### src/rtl/i2c_txn_sequencer_if.sv
// Bundles the host command/response channels and the i2c_master command bus
// seen by i2c_txn_sequencer; slave is the sequencer's view, master the surroundings'.
interface i2c_txn_sequencer_if #(
  parameter int DATA_W = 16,
  parameter int DEPTH  = 8
);
  localparam int LVL_W = $clog2(DEPTH + 1);

  logic              cmd_valid;
  logic              cmd_ready;
  logic              cmd_rw;
  logic [6:0]        cmd_chip_addr;
  logic [7:0]        cmd_reg_addr;
  logic [DATA_W-1:0] cmd_data;
  logic [LVL_W-1:0]  cmd_level;

  logic              rsp_valid;
  logic              rsp_ready;
  logic [1:0]        rsp_status;
  logic [DATA_W-1:0] rsp_data;
  logic [1:0]        rsp_retries;

  logic [6:0]        m_chip_addr;
  logic [7:0]        m_reg_addr;
  logic [DATA_W-1:0] m_data_in;
  logic              m_write_en;
  logic              m_read_en;
  logic              m_busy;
  logic              m_done;
  logic [3:0]        m_status;
  logic [DATA_W-1:0] m_data_out;

  modport slave (
    input  cmd_valid, cmd_rw, cmd_chip_addr, cmd_reg_addr, cmd_data,
    output cmd_ready, cmd_level,
    output rsp_valid, rsp_status, rsp_data, rsp_retries,
    input  rsp_ready,
    output m_chip_addr, m_reg_addr, m_data_in, m_write_en, m_read_en,
    input  m_busy, m_done, m_status, m_data_out
  );

  modport master (
    output cmd_valid, cmd_rw, cmd_chip_addr, cmd_reg_addr, cmd_data,
    input  cmd_ready, cmd_level,
    input  rsp_valid, rsp_status, rsp_data, rsp_retries,
    output rsp_ready,
    input  m_chip_addr, m_reg_addr, m_data_in, m_write_en, m_read_en,
    output m_busy, m_done, m_status, m_data_out
  );
endinterface

### src/rtl/i2c_txn_sequencer.sv
// Queues I2C register transactions and issues them one at a time to i2c_master,
// handling NACK retry, per-transaction timeout and a single buffered response.
module i2c_txn_sequencer #(
  parameter int DATA_W    = 16,
  parameter int DEPTH     = 8,
  parameter int MAX_RETRY = 2,
  parameter int TIMEOUT   = 4095
) (
  input  logic                clk,
  input  logic                reset,
  i2c_txn_sequencer_if.slave  bus
);

  localparam int PTR_W = $clog2(DEPTH);
  localparam int LVL_W = $clog2(DEPTH + 1);
  localparam int RET_W = $clog2(MAX_RETRY + 2);
  localparam int TO_W  = $clog2(TIMEOUT + 1);

  localparam logic [LVL_W-1:0] LVL_FULL = LVL_W'(DEPTH);
  localparam logic [RET_W-1:0] RET_MAX  = RET_W'(MAX_RETRY);
  localparam logic [TO_W-1:0]  TO_LAST  = TO_W'(TIMEOUT - 1);

  localparam logic [1:0] ST_OK   = 2'd0;
  localparam logic [1:0] ST_NACK = 2'd1;
  localparam logic [1:0] ST_TMO  = 2'd2;

  typedef struct packed {
    logic              rw;
    logic [6:0]        chip;
    logic [7:0]        rega;
    logic [DATA_W-1:0] data;
  } cmd_t;

  typedef enum logic [2:0] {
    S_IDLE,
    S_ISSUE,
    S_WAIT,
    S_GAP,
    S_SETTLE,
    S_RESP
  } state_t;

  cmd_t              mem_q [DEPTH];
  cmd_t              cmd_in;
  logic [PTR_W-1:0]  wr_ptr_q, wr_ptr_d;
  logic [PTR_W-1:0]  rd_ptr_q, rd_ptr_d;
  logic [LVL_W-1:0]  level_q, level_d;
  state_t            state_q, state_d;
  cmd_t              hold_q, hold_d;
  logic [TO_W-1:0]   tmo_q, tmo_d;
  logic [RET_W-1:0]  retry_q, retry_d;
  logic [1:0]        rsp_status_q, rsp_status_d;
  logic [DATA_W-1:0] rsp_data_q, rsp_data_d;
  logic [1:0]        rsp_retries_q, rsp_retries_d;
  logic              push;
  logic              pop;

  function automatic logic [1:0] sat_retries(input logic [RET_W-1:0] n);
    logic [31:0] w;
    w = 32'(n);
    return (w > 32'd3) ? 2'd3 : w[1:0];
  endfunction

  assign cmd_in = {bus.cmd_rw, bus.cmd_chip_addr, bus.cmd_reg_addr, bus.cmd_data};
  assign push   = bus.cmd_valid && (level_q != LVL_FULL);

  // Command FIFO: pointers wrap naturally because DEPTH is a power of two.
  always_comb begin
    wr_ptr_d = wr_ptr_q;
    rd_ptr_d = rd_ptr_q;
    level_d  = level_q;
    if (push) wr_ptr_d = wr_ptr_q + 1'b1;
    if (pop)  rd_ptr_d = rd_ptr_q + 1'b1;
    case ({push, pop})
      2'b10:   level_d = level_q + 1'b1;
      2'b01:   level_d = level_q - 1'b1;
      default: level_d = level_q;
    endcase
  end

  always_ff @(posedge clk) begin
    if (push) mem_q[wr_ptr_q] <= cmd_in;
  end

  always_comb begin
    state_d       = state_q;
    hold_d        = hold_q;
    tmo_d         = tmo_q;
    retry_d       = retry_q;
    rsp_status_d  = rsp_status_q;
    rsp_data_d    = rsp_data_q;
    rsp_retries_d = rsp_retries_q;
    pop           = 1'b0;
    case (state_q)
      S_IDLE: begin
        if (level_q != '0) begin
          pop     = 1'b1;
          hold_d  = mem_q[rd_ptr_q];
          state_d = S_ISSUE;
        end
      end
      S_ISSUE: begin
        tmo_d   = '0;
        state_d = S_WAIT;
      end
      S_WAIT: begin
        tmo_d = tmo_q + 1'b1;
        // A done arriving in the deadline cycle is honoured ahead of the timeout.
        if (bus.m_done) begin
          if (bus.m_status == 4'h0) begin
            rsp_status_d  = ST_OK;
            rsp_data_d    = hold_q.rw ? bus.m_data_out : '0;
            rsp_retries_d = sat_retries(retry_q);
            state_d       = S_RESP;
          end else if (retry_q < RET_MAX) begin
            retry_d = retry_q + 1'b1;
            state_d = S_GAP;
          end else begin
            rsp_status_d  = ST_NACK;
            rsp_data_d    = '0;
            rsp_retries_d = sat_retries(retry_q);
            state_d       = S_RESP;
          end
        end else if (tmo_q == TO_LAST) begin
          rsp_status_d  = ST_TMO;
          rsp_data_d    = '0;
          rsp_retries_d = sat_retries(retry_q);
          state_d       = S_RESP;
        end
      end
      S_GAP: begin
        if (!bus.m_busy) state_d = S_SETTLE;
      end
      S_SETTLE: begin
        state_d = S_ISSUE;
      end
      S_RESP: begin
        if (bus.rsp_ready) begin
          retry_d = '0;
          state_d = S_IDLE;
        end
      end
      default: state_d = S_IDLE;
    endcase
  end

  always_ff @(posedge clk or posedge reset) begin
    if (reset) begin
      wr_ptr_q      <= '0;
      rd_ptr_q      <= '0;
      level_q       <= '0;
      state_q       <= S_IDLE;
      hold_q        <= '0;
      tmo_q         <= '0;
      retry_q       <= '0;
      rsp_status_q  <= '0;
      rsp_data_q    <= '0;
      rsp_retries_q <= '0;
    end else begin
      wr_ptr_q      <= wr_ptr_d;
      rd_ptr_q      <= rd_ptr_d;
      level_q       <= level_d;
      state_q       <= state_d;
      hold_q        <= hold_d;
      tmo_q         <= tmo_d;
      retry_q       <= retry_d;
      rsp_status_q  <= rsp_status_d;
      rsp_data_q    <= rsp_data_d;
      rsp_retries_q <= rsp_retries_d;
    end
  end

  assign bus.cmd_ready   = (level_q != LVL_FULL);
  assign bus.cmd_level   = level_q;
  assign bus.rsp_valid   = (state_q == S_RESP);
  assign bus.rsp_status  = rsp_status_q;
  assign bus.rsp_data    = rsp_data_q;
  assign bus.rsp_retries = rsp_retries_q;
  assign bus.m_chip_addr = hold_q.chip;
  assign bus.m_reg_addr  = hold_q.rega;
  assign bus.m_data_in   = hold_q.data;
  assign bus.m_write_en  = (state_q == S_ISSUE) && !hold_q.rw;
  assign bus.m_read_en   = (state_q == S_ISSUE) &&  hold_q.rw;

endmodule

### src/flat_wrapper.sv
// flat-port wrapper written by rule: the top's interface ports become plain ports
module i2c_txn_sequencer_flat 
#(
  parameter int DATA_W    = 16,
  parameter int DEPTH     = 8,
  parameter int MAX_RETRY = 2,
  parameter int TIMEOUT   = 4095
)
  (clk, reset, bus_cmd_valid, bus_cmd_rw, bus_cmd_chip_addr, bus_cmd_reg_addr, bus_cmd_data, bus_cmd_ready, bus_cmd_level, bus_rsp_valid, bus_rsp_status, bus_rsp_data, bus_rsp_retries, bus_rsp_ready, bus_m_chip_addr, bus_m_reg_addr, bus_m_data_in, bus_m_write_en, bus_m_read_en, bus_m_busy, bus_m_done, bus_m_status, bus_m_data_out);
  i2c_txn_sequencer_if #(.DATA_W(DATA_W), .DEPTH(DEPTH)) bus_i ();
  input  logic clk;
  input  logic reset;
  input wire logic [$bits(bus_i.cmd_valid)-1:0] bus_cmd_valid;
  input wire logic [$bits(bus_i.cmd_rw)-1:0] bus_cmd_rw;
  input wire logic [$bits(bus_i.cmd_chip_addr)-1:0] bus_cmd_chip_addr;
  input wire logic [$bits(bus_i.cmd_reg_addr)-1:0] bus_cmd_reg_addr;
  input wire logic [$bits(bus_i.cmd_data)-1:0] bus_cmd_data;
  output wire logic [$bits(bus_i.cmd_ready)-1:0] bus_cmd_ready;
  output wire logic [$bits(bus_i.cmd_level)-1:0] bus_cmd_level;
  output wire logic [$bits(bus_i.rsp_valid)-1:0] bus_rsp_valid;
  output wire logic [$bits(bus_i.rsp_status)-1:0] bus_rsp_status;
  output wire logic [$bits(bus_i.rsp_data)-1:0] bus_rsp_data;
  output wire logic [$bits(bus_i.rsp_retries)-1:0] bus_rsp_retries;
  input wire logic [$bits(bus_i.rsp_ready)-1:0] bus_rsp_ready;
  output wire logic [$bits(bus_i.m_chip_addr)-1:0] bus_m_chip_addr;
  output wire logic [$bits(bus_i.m_reg_addr)-1:0] bus_m_reg_addr;
  output wire logic [$bits(bus_i.m_data_in)-1:0] bus_m_data_in;
  output wire logic [$bits(bus_i.m_write_en)-1:0] bus_m_write_en;
  output wire logic [$bits(bus_i.m_read_en)-1:0] bus_m_read_en;
  input wire logic [$bits(bus_i.m_busy)-1:0] bus_m_busy;
  input wire logic [$bits(bus_i.m_done)-1:0] bus_m_done;
  input wire logic [$bits(bus_i.m_status)-1:0] bus_m_status;
  input wire logic [$bits(bus_i.m_data_out)-1:0] bus_m_data_out;
  assign bus_i.cmd_valid = bus_cmd_valid;
  assign bus_i.cmd_rw = bus_cmd_rw;
  assign bus_i.cmd_chip_addr = bus_cmd_chip_addr;
  assign bus_i.cmd_reg_addr = bus_cmd_reg_addr;
  assign bus_i.cmd_data = bus_cmd_data;
  assign bus_cmd_ready = bus_i.cmd_ready;
  assign bus_cmd_level = bus_i.cmd_level;
  assign bus_rsp_valid = bus_i.rsp_valid;
  assign bus_rsp_status = bus_i.rsp_status;
  assign bus_rsp_data = bus_i.rsp_data;
  assign bus_rsp_retries = bus_i.rsp_retries;
  assign bus_i.rsp_ready = bus_rsp_ready;
  assign bus_m_chip_addr = bus_i.m_chip_addr;
  assign bus_m_reg_addr = bus_i.m_reg_addr;
  assign bus_m_data_in = bus_i.m_data_in;
  assign bus_m_write_en = bus_i.m_write_en;
  assign bus_m_read_en = bus_i.m_read_en;
  assign bus_i.m_busy = bus_m_busy;
  assign bus_i.m_done = bus_m_done;
  assign bus_i.m_status = bus_m_status;
  assign bus_i.m_data_out = bus_m_data_out;
  i2c_txn_sequencer #(.DATA_W(DATA_W), .DEPTH(DEPTH), .MAX_RETRY(MAX_RETRY), .TIMEOUT(TIMEOUT)) u_core (.clk(clk), .reset(reset), .bus(bus_i));
endmodule
### config.mk
export PLATFORM = sky130hd
export DESIGN_NAME = i2c_txn_sequencer_flat
export DESIGN_NICKNAME = d
export VERILOG_FILES = /design/src/rtl/i2c_txn_sequencer_if.sv /design/src/rtl/i2c_txn_sequencer.sv /design/src/flat_wrapper.sv
export SDC_FILE = /design/constraint.sdc
export NUM_CORES = 1
export LEC_CHECK = 0
export ABC_AREA = 1
export BUFFER_PORTS_ARGS = -buffer_cell sky130_fd_sc_hd__buf_2
export CAP_MARGIN = 10
export CORE_ASPECT_RATIO = 1.75
export CORE_MARGIN = 2
export CORE_UTILIZATION = 27
export CTS_CLUSTER_DIAMETER = 30
export DETAILED_ROUTE_END_ITERATION = 8
export PLACE_DENSITY = 0.49
export SYNTH_ARGS = -nofsm -noshare
export SYNTH_HDL_FRONTEND = slang
export SYNTH_SLANG_ARGS = --single-unit
### constraint.sdc
create_clock -name clk -period 3.8 [get_ports clk]
set_clock_uncertainty 0.15 [all_clocks]
set_input_delay 0.19 -clock clk [delete_from_list [all_inputs] [get_ports clk]]
set_output_delay 0.19 -clock clk [all_outputs]
set_load 0.02 [all_outputs]
==> metrics.md <==
| Metric | Value |
|---|---|
| Worst vdd ir | `0.563 mV` |
| CTS root buf | `clkbuf_16` |
| Reg-to-Reg End | `u_core.mem_q[4][2]` |
| Ratio of cells with drive above 1 in the final layout | `16.9%` |
| Internal power | `8.53 mW` |
| Pin count of the biggest net entering global routing | `71` |
| ANT cells | `0` |
| Post-route setup slack | `1.05 ns` |
| Critical path fanouts, max | `23` |
| Worst setup EP type | `flop` |
| Hpwl dp | `21,800 um` |
| Mapped Nets | `1,326` |
| Reg clk slew, reported paths | `0.06 ns` |
| Synth top area share | `55.0%` |
| Crit path DAT | `2.84 ns` |
| Dominant cells by area after synthesis | `edfxtp_1, dfrtp_1, nand2_1` |
| # nets final | `1,474` |
| Sequential power share | `37.3%` |
| Run status | `finished, final reports clean` |
| Fin crit period | `2.75 ns` |
| Max Fclk | `364 MHz` |
| Post-route ant nets | `0` |
| Crit. Startpoint | `u_core.bus.cmd_level[0]` |
| Vias | `9,350` |
| P_sw | `4.91 mW` |
| Drt total wl | `35,700 um` |
| Avg WL per Cell | `16.9 um` |
| Hold Crit Class | `in2async` |
| Initial antenna violation count | `0` |
| Place WS | `1.02 ns` |
| Post-Syn Area | `14,000 um2` |
| Die ar. | `53,700 um2` |
| Element type at the critical path start | `flop` |
| Crit path to | `u_core.mem_q[4][2]` |
| Final Hold Fails | `0` |
| Logic pwr share | `30.5%` |
| Static Leak | `6.77 nW` |
| Max-cap violations | `0` |
| IO Pins | `117` |
| Predominant post-synthesis flop cell | `edfxtp_1` |
| Vias in the first global route | `9,568` |
| Core box area | `51,300 um2` |
| Synthesized flop and latch total | `335` |
| Pwr per Cell Area | `780 nW/um2` |
| Sink Count | `335` |
| Number of synthesized flops with an enable pin | `256` |
| CTS H-tree lvls | `2` |
| Synth async-reset ratio | `23.6%` |
| Die Span X | `176 um` |
| Distinct cells, synth | `31` |
| FF-to-FF Start | `u_core.bus.cmd_level[0]` |
| CTS Buf Count | `46` |
| DR pass1 iterations | `4` |
| Initial drt markers | `633` |
| Tot GR Track Use | `13.4%` |
| First-pass GRT wire length | `55,800 um` |
| Syn Inst Count | `1,261` |
| GR Overflow Total | `0` |
| Final slew viol count | `0` |
| Most frequent cells in the layout | `edfxtp_1, nand2_1, nor2_1` |
| Number of port buffers | `116` |
| Setup violators final | `0` |
| Slew margin rel. | `34.2%` |
| Reg2Reg Setup Slack | `1.05 ns` |
| Worst R2R Path Depth | `6` |
| Clk buf depth | `3` |
| Switching Share | `36.5%` |
| Initial Util | `27.2%` |
| Ys Warns | `0` |
| Fill cell count | `5,161` |
| Area leader, netlist | `edfxtp_1` |
| RSZ-0062 raised after global routing | `no` |
| Commonest non-fill, non-tap cell in the layout | `edfxtp_1` |
| WS Path Type | `reg2reg` |
| Row count | `110` |
| Critical Path RT | `3.90 ns` |
| Syn Area/Cell | `11.1 um2` |
| CTS tree | `built` |
| Layout area overhead | `23.3%` |
| Setup TNS | `0 ns` |
| Tcrit/Tclk final | `72.3%` |
| Setup bufs post-CTS | `0` |
| Clock Power Share | `32.2%` |
| # DRC | `0` |
| Seq/Total Area, Yosys | `69.1%` |
| Routed vias/inst | `4.41` |
| Worst-Margin Slew | `0.984 ns` |
| Routability Congestion | `0.768` |
| Clk_lat worst skew | `0.56 ns` |
| Die Y | `305 um` |
[critical path, stage by stage (launching register included)]
cell     delay (ns)
dfrtp_1        0.42
nor2_1         0.13
nand3_1        0.11
nand2_1        0.14
or2_2          0.41
nor2_4         0.77
buf_4          0.30
[worst min path at each step]
stage | end | startpoint | cells after the start
2_1_floorplan | u_core.mem_q[0][0] | bus_cmd_data[0] | 0
3_3_place_gp | u_core.bus.rsp_data[13] | reset | 2
3_5_place_dp | u_core.bus.rsp_data[13] | reset | 2
4_1_cts | u_core.bus.m_data_in[10] | reset | 3
5_1_grt | u_core.bus.m_data_in[10] | reset | 3
6_report | u_core.bus.m_data_in[10] | reset | 3
[cell usage after synthesis (3+ instances only)]
cell	instances
nand4_1	5
buf_1	3
dfrtp_1	79
buf_4	39
clkbuf_1	26
nor2_1	223
ha_1	7
xor2_1	4
o211ai_1	32
edfxtp_1	256
inv_1	64
nor3_1	3
buf_2	24
nand3_1	114
nor3b_1	16
o21ai_0	108
a21oi_1	10
inv_2	6
nand2_1	223
[what timing repair did]
| item | in CTS | in global routing |
|---|---|---|
| hold endpoints to repair | 338 | 0 |
| gates resized for setup | 0 | 0 |
| hold buffers | 57 | 0 |
[per-stage QoR]
stage | instances | instance area, um2 | util, % | power (mW) | hold slack, ns
after floorplan | 1261 | 14000 | - | 8.02 | 0.139
after global placement | 1976 | 15100 | 29.4 | 9.17 | 0.261
after detailed placement | 1976 | 15100 | 29.4 | 9.24 | 0.273
after CTS | 2119 | 17200 | 33.6 | 13.7 | 0.233
after global routing | 2119 | 17200 | 33.6 | 14.3 | 0.292
final | 2119 | 17200 | 33.6 | 13.4 | 0.200
[per-layer routing]
layer	wire [um]	track usage, %	vias up	part of all wire [%]
li1	-	-	4576	-
met1	13800	14.8	4517	39
met2	19400	25.5	197	54
met3	1520	2.12	60	4.3
met4	985	4.77	0	2.8
met5	0	0	-	0
[state kept, by name, indices dropped and copies added (netlist names), 3 cells and up]
signal,count
u_core.bus.m_reg_addr,8
u_core.bus.m_data_in,16
u_core.bus.cmd_level,4
u_core.bus.m_chip_addr,7
u_core.wr_ptr_q,3
u_core.bus.rsp_data,16
u_core.tmo_q,12
u_core.rd_ptr_q,3
u_core.state_q,3
u_core.mem_q,256
[power groups by stage]
stage                     combinational, mW  clock, mW  sequential (mW)
after floorplan                        3.03          0             5.00
after global placement                 4.10          0             5.06
after detailed placement               4.16          0             5.08
after CTS                              4.23       4.43             5.02
after global routing                   4.63       4.58             5.09
final                                  4.10       4.33             5.01
[area by class of cell]
class / count / area, um2 / share of cell area (%)
clock buffers: 57 / 1240 / 7.21
clock inverters: 29 / 323 / 1.87
inverters: 70 / 268 / 1.55
multi-input cells: 762 / 3580 / 20.7
flip-flops and latches: 335 / 9670 / 56.1
well taps: 672 / 841 / 4.88
repair buffers: 194 / 1320 / 7.66
[cells by family after synthesis]
| family | after synthesis | synth area share, % |
|---|---|---|
| AND/OR/NAND/NOR | 595 | 18.0 |
| flip-flops | 335 | 69.1 |
| buffers and inverters | 164 | 5.80 |
| AO/OA/AOI/OAI | 154 | 6.10 |
| adder cells (fa/ha/maj) | 7 | 0.626 |
| XOR/XNOR | 6 | 0.376 |
Note: power is estimated with default switching activity, not from simulation.
